$ cat src/rtl/serial_parity_rx_pkg.sv
//------------------------------------------------------------------------------
// Module      : serial_parity_rx_pkg
// Description : Shared definitions for the XOR parity link (state encoding,
//               default width, parity sense). Macro: ODD_PARITY_EN.
// Revision    : 1.0 - initial release
//------------------------------------------------------------------------------
`default_nettype none

package serial_parity_rx_pkg;

    localparam logic [1:0] ST_IDLE   = 2'd0;
    localparam logic [1:0] ST_DATA   = 2'd1;
    localparam logic [1:0] ST_PARITY = 2'd2;
    localparam logic [1:0] ST_HOLD   = 2'd3;

    localparam int DATA_W_DEFAULT = 8;

`ifdef ODD_PARITY_EN
    localparam logic PARITY_ODD = 1'b1;
`else
    localparam logic PARITY_ODD = 1'b0;
`endif

    typedef enum logic [1:0] {
        S_IDLE   = ST_IDLE,
        S_DATA   = ST_DATA,
        S_PARITY = ST_PARITY,
        S_HOLD   = ST_HOLD
    } state_e;

endpackage

`default_nettype wire

$ cat src/rtl/serial_parity_rx_parity_acc.sv
//------------------------------------------------------------------------------
// Module      : parity_acc (with xor_gate cell)
// Description : Registered 1-bit XOR accumulator with clear and enable.
// Revision    : 1.0 - initial release
//------------------------------------------------------------------------------
`default_nettype none

module xor_gate (
    input  logic i_a,
    input  logic i_b,
    output logic o_y
);
    assign o_y = i_a ^ i_b;
endmodule

module parity_acc (
    input  logic clk,
    input  logic rst,
    input  logic i_clr,
    input  logic i_en,
    input  logic i_bit,
    output logic o_acc
);
    logic r_acc;
    logic w_xor;

    xor_gate u_xor (
        .i_a (r_acc),
        .i_b (i_bit),
        .o_y (w_xor)
    );

    // Clear wins over enable so a new frame always starts from zero.
    always_ff @(posedge clk) begin
        if (rst) begin
            r_acc <= 1'b0;
        end else if (i_clr) begin
            r_acc <= 1'b0;
        end else if (i_en) begin
            r_acc <= w_xor;
        end
    end

    assign o_acc = r_acc;
endmodule

`default_nettype wire

$ cat src/rtl/serial_parity_rx.sv
//------------------------------------------------------------------------------
// Module      : serial_parity_rx
// Description : Deframes start/data(LSB-first)/parity serial frames into words
//               on a valid/ready port. Macro: ODD_PARITY_EN selects odd parity.
// Revision    : 1.0 - initial release
//------------------------------------------------------------------------------
`default_nettype none

module serial_parity_rx
    import serial_parity_rx_pkg::*;
#(
    parameter int DATA_W = DATA_W_DEFAULT,
    parameter int CNT_W  = 5
) (
    input  logic              clk,
    input  logic              reset,
    input  logic              rx_valid,
    input  logic              rx_bit,
    output logic [DATA_W-1:0] out_data,
    output logic              out_valid,
    input  logic              out_ready,
    output logic              parity_err,
    output logic              overrun
);

    state_e            r_state;
    state_e            w_next;
    logic [CNT_W-1:0]  r_cnt;
    logic [DATA_W-1:0] r_shift;
    logic [DATA_W-1:0] r_out_data;
    logic              r_parity_err;
    logic              r_overrun;
    logic              w_acc;
    logic              w_start;
    logic              w_cnt_ok;
    logic              w_last;
    logic              w_data_en;
    logic              w_par_en;

    assign w_start   = (r_state == S_IDLE) && rx_valid && rx_bit;
    assign w_cnt_ok  = (r_cnt < CNT_W'(DATA_W));
    assign w_last    = (r_cnt == CNT_W'(DATA_W - 1));
    assign w_data_en = (r_state == S_DATA) && rx_valid && w_cnt_ok;
    assign w_par_en  = (r_state == S_PARITY) && rx_valid;

    always_ff @(posedge clk) begin
        if (reset) begin
            r_state <= S_IDLE;
        end else begin
            r_state <= w_next;
        end
    end

    always_comb begin
        w_next = r_state;
        case (r_state)
            S_IDLE:   if (w_start) w_next = S_DATA;
            // An out-of-range counter can only come from corruption; recover.
            S_DATA:   if (!w_cnt_ok) w_next = S_IDLE;
                      else if (rx_valid && w_last) w_next = S_PARITY;
            S_PARITY: if (rx_valid) w_next = S_HOLD;
            S_HOLD:   if (out_ready) w_next = S_IDLE;
            default:  w_next = S_IDLE;
        endcase
    end

    always_ff @(posedge clk) begin
        if (reset) begin
            r_cnt        <= '0;
            r_shift      <= '0;
            r_out_data   <= '0;
            r_parity_err <= 1'b0;
            r_overrun    <= 1'b0;
        end else begin
            r_overrun <= (r_state == S_HOLD) && rx_valid;
            if (w_start) begin
                r_cnt   <= '0;
                r_shift <= '0;
            end
            if (w_data_en) begin
                for (int i = 0; i < DATA_W; i++) begin
                    if (r_cnt == CNT_W'(i)) r_shift[i] <= rx_bit;
                end
                r_cnt <= r_cnt + CNT_W'(1);
            end
            if (w_par_en) begin
                r_out_data   <= r_shift;
                r_parity_err <= w_acc ^ rx_bit ^ PARITY_ODD;
            end
        end
    end

    parity_acc u_parity_acc (
        .clk   (clk),
        .rst   (reset),
        .i_clr (w_start),
        .i_en  (w_data_en),
        .i_bit (rx_bit),
        .o_acc (w_acc)
    );

    assign out_data   = r_out_data;
    assign out_valid  = (r_state == S_HOLD);
    assign parity_err = r_parity_err;
    assign overrun    = r_overrun;

endmodule

`default_nettype wire
$ cat config.mk
export PLATFORM = sky130hd
export DESIGN_NAME = serial_parity_rx
export DESIGN_NICKNAME = d
export VERILOG_FILES = /design/src/rtl/serial_parity_rx_pkg.sv /design/src/rtl/serial_parity_rx_parity_acc.sv /design/src/rtl/serial_parity_rx.sv
export SDC_FILE = /design/constraint.sdc
export NUM_CORES = 1
export LEC_CHECK = 0
export ABC_AREA = 1
export CORE_MARGIN = 2
export CORE_UTILIZATION = 40
export CTS_CLUSTER_SIZE = 24
export DETAILED_ROUTE_END_ITERATION = 10
export DONT_BUFFER_PORTS = 1
export HOLD_SLACK_MARGIN = 0.1
export SETUP_SLACK_MARGIN = 0.2
export SLEW_MARGIN = 20
export SYNTH_ARGS = -nofsm -noshare
export SYNTH_HDL_FRONTEND = slang
export SYNTH_SLANG_ARGS = --single-unit
$ cat constraint.sdc
create_clock -name clk -period 2.7 [get_ports clk]
set_input_delay 0.54 -clock clk [delete_from_list [all_inputs] [get_ports clk]]
set_output_delay 0.54 -clock clk [all_outputs]
set_load 0.02 [all_outputs]
# After elaboration in Yosys (flattened, before gate mapping)
# Index checks and enable logic that the tools add are counted.
# W data, S select, Z words.
[totals]
output_inout_bits = 11
regBits = 26
[classes]
mux = 18
add_sub_neg = 1
eq_ne = 14
magnitude_cmp = 1
reduce_logical = 12
bitwise = 1
[op_table]
columns = ["cell", "n"]
rows = [
  ["$eq A5 B3 Y1 const B", 4],
  ["$mux W8", 2],
  ["$eq A5 B2 Y1 const B", 2],
  ["$mux W2", 5],
  ["$mux W5", 2],
  ["$mux W1", 8],
  ["$pmux W2 S4", 1],
  ["$logic_and A1 B1 Y1", 7],
  ["$add A5 B1 Y5 const B", 1],
  ["$eq A5 B1 Y1 const B", 1],
  ["$logic_not A5 Y1", 1],
  ["$lt A5 B4 Y1 const B", 1],
  ["$eq A2 B2 Y1 const B", 2],
  ["$ne A2 B1 Y1 const B", 2],
  ["$reduce_and A4 Y1", 1],
  ["$ne A3 B2 Y1 const B", 1],
  ["$eq A2 B1 Y1 const B", 1],
  ["$logic_not A2 Y1", 1],
  ["$ne A2 B2 Y1 const B", 1],
  ["$reduce_bool A2 Y1", 1],
  ["$reduce_or A2 Y1", 1],
  ["$xor A1 B1 Y1", 1],
]

# Logic depth before layout (Yosys ltp)
[logic_depth]
ltp_word = 6
mapped_depth = 9

# Hierarchy
# From an unflattened synthesis, not the netlist that was laid out.
[unflattened]
cells_unflattened = 181
area_unflattened_um2 = 1242.4
[by_module_without_submodules]
columns = ["mod", "n_inst", "area_each_um2", "cells_per_inst"]
rows = [
  ["serial_parity_rx", 1, 1178.6, 169],
  ["parity_acc", 1, 45.0, 7],
  ["xor_gate", 1, 18.8, 5],
]

# Worst setup path before layout
# No wires, ideal clock.
[synth_timing]
kind = "input-to-reg"
start = "input rx_bit"
end = "register r_shift[3]"
t_required_ns = 2.583
arrival_time_ns = 1.330
path_buffers = 1
slack_ns = 1.253
stages = 6
path_cell_list = "buf_4 > nand2_1 > nor3_1 > inv_1 > a22oi_1 > nor2_1"
[synth_between]
elab_chain_len = 4
[synth_rtl]
columns = ["element", "line", "rtl"]
rows = [
  ["from (decl)", "serial_parity_rx.sv:18", "input logic rx_bit,"],
  ["$logic_and A1 B1 Y1", "serial_parity_rx.sv:40", "assign w_start = (r_state == S_IDLE) && rx_valid && rx_bit;"],
  ["$mux W8", "serial_parity_rx.sv:76", "if (w_start) begin"],
  ["$mux W1", "serial_parity_rx.sv:82", "if (r_cnt == CNT_W'(i)) r_shift[i] <= rx_bit;"],
  ["$mux W8 *", "serial_parity_rx.sv:80", "if (w_data_en) begin"],
  ["to (signal, indexed assignment)", "serial_parity_rx.sv:82", ""],
  ["to (decl)", "serial_parity_rx.sv:29", "logic [DATA_W-1:0] r_shift;"],
]
# Mark *: on every way between the ends. The rest lies on a longest branch, timed or not.
# A chain may end at the register's enable or synchronous reset.

==> results.ini <==
[status]
status=completed

[route]
ant_nets=0
met1_length_um=1130
met2WireLength_um=1050
routed-wl-met3_um=94
routed_wl_um=2330
vias_per_cell=5.07
drt_iter0_markers=34
wl_per_cell_um=11.5
vias=1029
first_pass_iters=4
dr.max_layer_used=met4
drc=0

[grt]
grt_pass1_wl_um=4200
globalRouteOverflowTotal=0
antenna_found_initial=0
track_usage=0.159
grt_pass1_vias=985
grt_max_degree=16

[yosys]
synth.cell_area_um2=1210
ys_ff_latch=26
synth.avg_cell_area_um2=7.01
synthCells=173
yosysUniqueCellTypes=19
synth_seq_area_share=0.429
synth_nets=182
ys_warn_count=0

[sta]
worst_clock_skew_ps=4.31
finalSetupTns_ps=0
setup_viol=0
layout_setup_ws_ps=1040
slew_headroom=0.694
slew_violations=0
period_share=0.613
post-route-min-period_ps=1660
grt_setup_unrepaired=no
finalHoldViolCount=0
fmax_ghz=0.604
tightest_slew_ps=457

[clock_tree]
post_cts_buffers=0
cts-root-buf=clkbuf_4
cts_buffers=3
h-tree-depth=1
clkSlewWorstSetupHoldPaths_ps=140
hold_buffers=0
cts_resized=0
cts_tree=built
cts_buffer_depth=2
clock_sinks=26
clock_latency_ps=330

[die]
dieArea_um2=3490
core-area_um2=2830
die_w_um=59.1
pin_count=16
rows=19
die_h_um=59.1
initial_utilization=0.429

[power_and_ir_drop]
irDropWorstVdd_uv=208
leakage_nw=0.503
combPwrFrac=0.053
sw_frac_of_total=0.214
intPower_mw=0.550
finalPower_mw=0.700
p_clk_frac=0.387
power.switching_mw=0.150
powerDensity_nw_per_um2=552
pwr-share-seq=0.560

[finish]
insertedDiodeCount=0
num-fill-cells=317
nets=182
area_growth_pct=4.44
layout_common_cells=nand2_1, dfxtp_1, inv_1, nor2_1, a21oi_1
drive_gt1_frac=0.0407
layout_commonest_cell=nand2_1

[worst_setup_path]
crit_fanout=7
critical_path.slowest_cell=dfxtp_1
path_cells=nand2_1 > inv_1
crit_path_max_incr_delay_ps=490
end_kind=output port
cp_top_family=flip-flops
crit_buf_inv=1
r2r_slack_ps=1170
startpoint_type=register
r2r_start=r_cnt[4]
worstRegToRegCells=6
crit_arrival_ps=1120
timing.rr.end=r_shift[2]
crit_end=out_valid
worst_ep_required_time_ps=2160
path_class=reg -> out
crit_cells=2

[worst_hold_path]
hp-class=in -> reg
min_from=reset

[run]
cap_viol_max_count=0

[placed_design]
numPortBuffers=0
dp_hpwl_um=1710
place_ws_ps=1080
routabilityCongestion=0.817

==> cell families (layout without fill, tap and decap cells) <==
kind of cell               Yosys count  in the layout  synth area share
xor gates and xnor gates             1              1           0.00723
adders and majority gates            4              4            0.0413
buffers and inverters               28             27             0.102
and+or+nand+nor                     84             84             0.294
DFF                                 26             26             0.429
AOI/OAI and AO/OA                   30             30             0.126
==> metrics by stage <==
| stage | std cells | instance area (µm²) | util | hold slack, ps |
|---|---|---|---|---|
| 2_1_floorplan | 173 | 1210 | - | 435 |
| 3_3_place_gp | 199 | 1210 | 0.429 | 441 |
| 3_5_place_dp | 199 | 1210 | 0.429 | 450 |
| 4_1_cts | 203 | 1270 | 0.448 | 240 |
| 5_1_grt | 203 | 1270 | 0.448 | 230 |
| 6_report | 203 | 1270 | 0.448 | 253 |
==> power groups by stage <==
stage | Sequential [mW] | Combinational (mW) | Clock (mW)
floorplan | 0.399 | 0.0357 | 0
global placement | 0.400 | 0.0357 | 0
detailed placement | 0.400 | 0.0364 | 0
CTS | 0.392 | 0.0369 | 0.278
global route | 0.393 | 0.0428 | 0.291
finish | 0.392 | 0.0369 | 0.271
==> synth_stat cells <==
library cell | n | area share
nand2_2 | 1 | 0.0052
buf_4 | 1 | 0.0062
a22oi_1 | 1 | 0.0062
nand2_1 | 46 | 0.14
buf_6 | 2 | 0.019
clkbuf_1 | 2 | 0.0062
dfxtp_1 | 26 | 0.43
a21oi_1 | 16 | 0.066
xnor2_1 | 1 | 0.0072
ha_1 | 4 | 0.041
nand4_1 | 2 | 0.010
nor2_1 | 21 | 0.065
nor3_4 | 1 | 0.013
nor3_1 | 3 | 0.012
clkinv_1 | 2 | 0.0062
nand3_1 | 9 | 0.037
o21ai_0 | 13 | 0.054
inv_1 | 21 | 0.065
nand3_2 | 1 | 0.0083
==> area by class of cell <==
| cell class | count | area (µm²) | area share |
|---|---|---|---|
| Clock inverter | 1 | 30.0 | 0.0237 |
| Inverter | 23 | 86.3 | 0.0682 |
| Clock buffer | 3 | 22.5 | 0.0178 |
| Sequential cell | 26 | 520 | 0.411 |
| Tap cell | 31 | 38.8 | 0.0306 |
| Multi-Input combinational cell | 119 | 568 | 0.449 |
==> sequential cells by signal, indices dropped and copies added, names as in the netlist, named ones only <==
signal / cells
parity_err: 1
overrun: 1
r_cnt: 5
r_state: 1
out_data: 8
r_shift: 8
u_parity_acc.o_acc: 1
==> how the worst min path moves through the flow <==
stage          slack, ps          end  depth (start not counted)
5_1_grt              230  out_data[5]                          1
3_3_place_gp         440  out_data[5]                          2
3_5_place_dp         450  out_data[4]                          2
4_1_cts              240  out_data[5]                          1
6_report             250  out_data[5]                          1
2_1_floorplan        430  out_data[7]                          2
==> worst register-to-register path: cells and delay by family, from the launching register on <==
kind / cells / cell delay (ps)
AO/OA/AOI/OAI: 1 / 200
buffers and inverters: 1 / 140
AND/OR/NAND/NOR: 4 / 730
flip-flops: 1 / 380
==> per-layer routing <==
metal / vias up / global-route usage
met3: 5 / 0.0262
met2: 21 / 0.256
met4: 0 / 0.0779
met5: - / 0
li1: 548 / -
met1: 455 / 0.207
No activity file was read; power rests on OpenSTA's default activity.
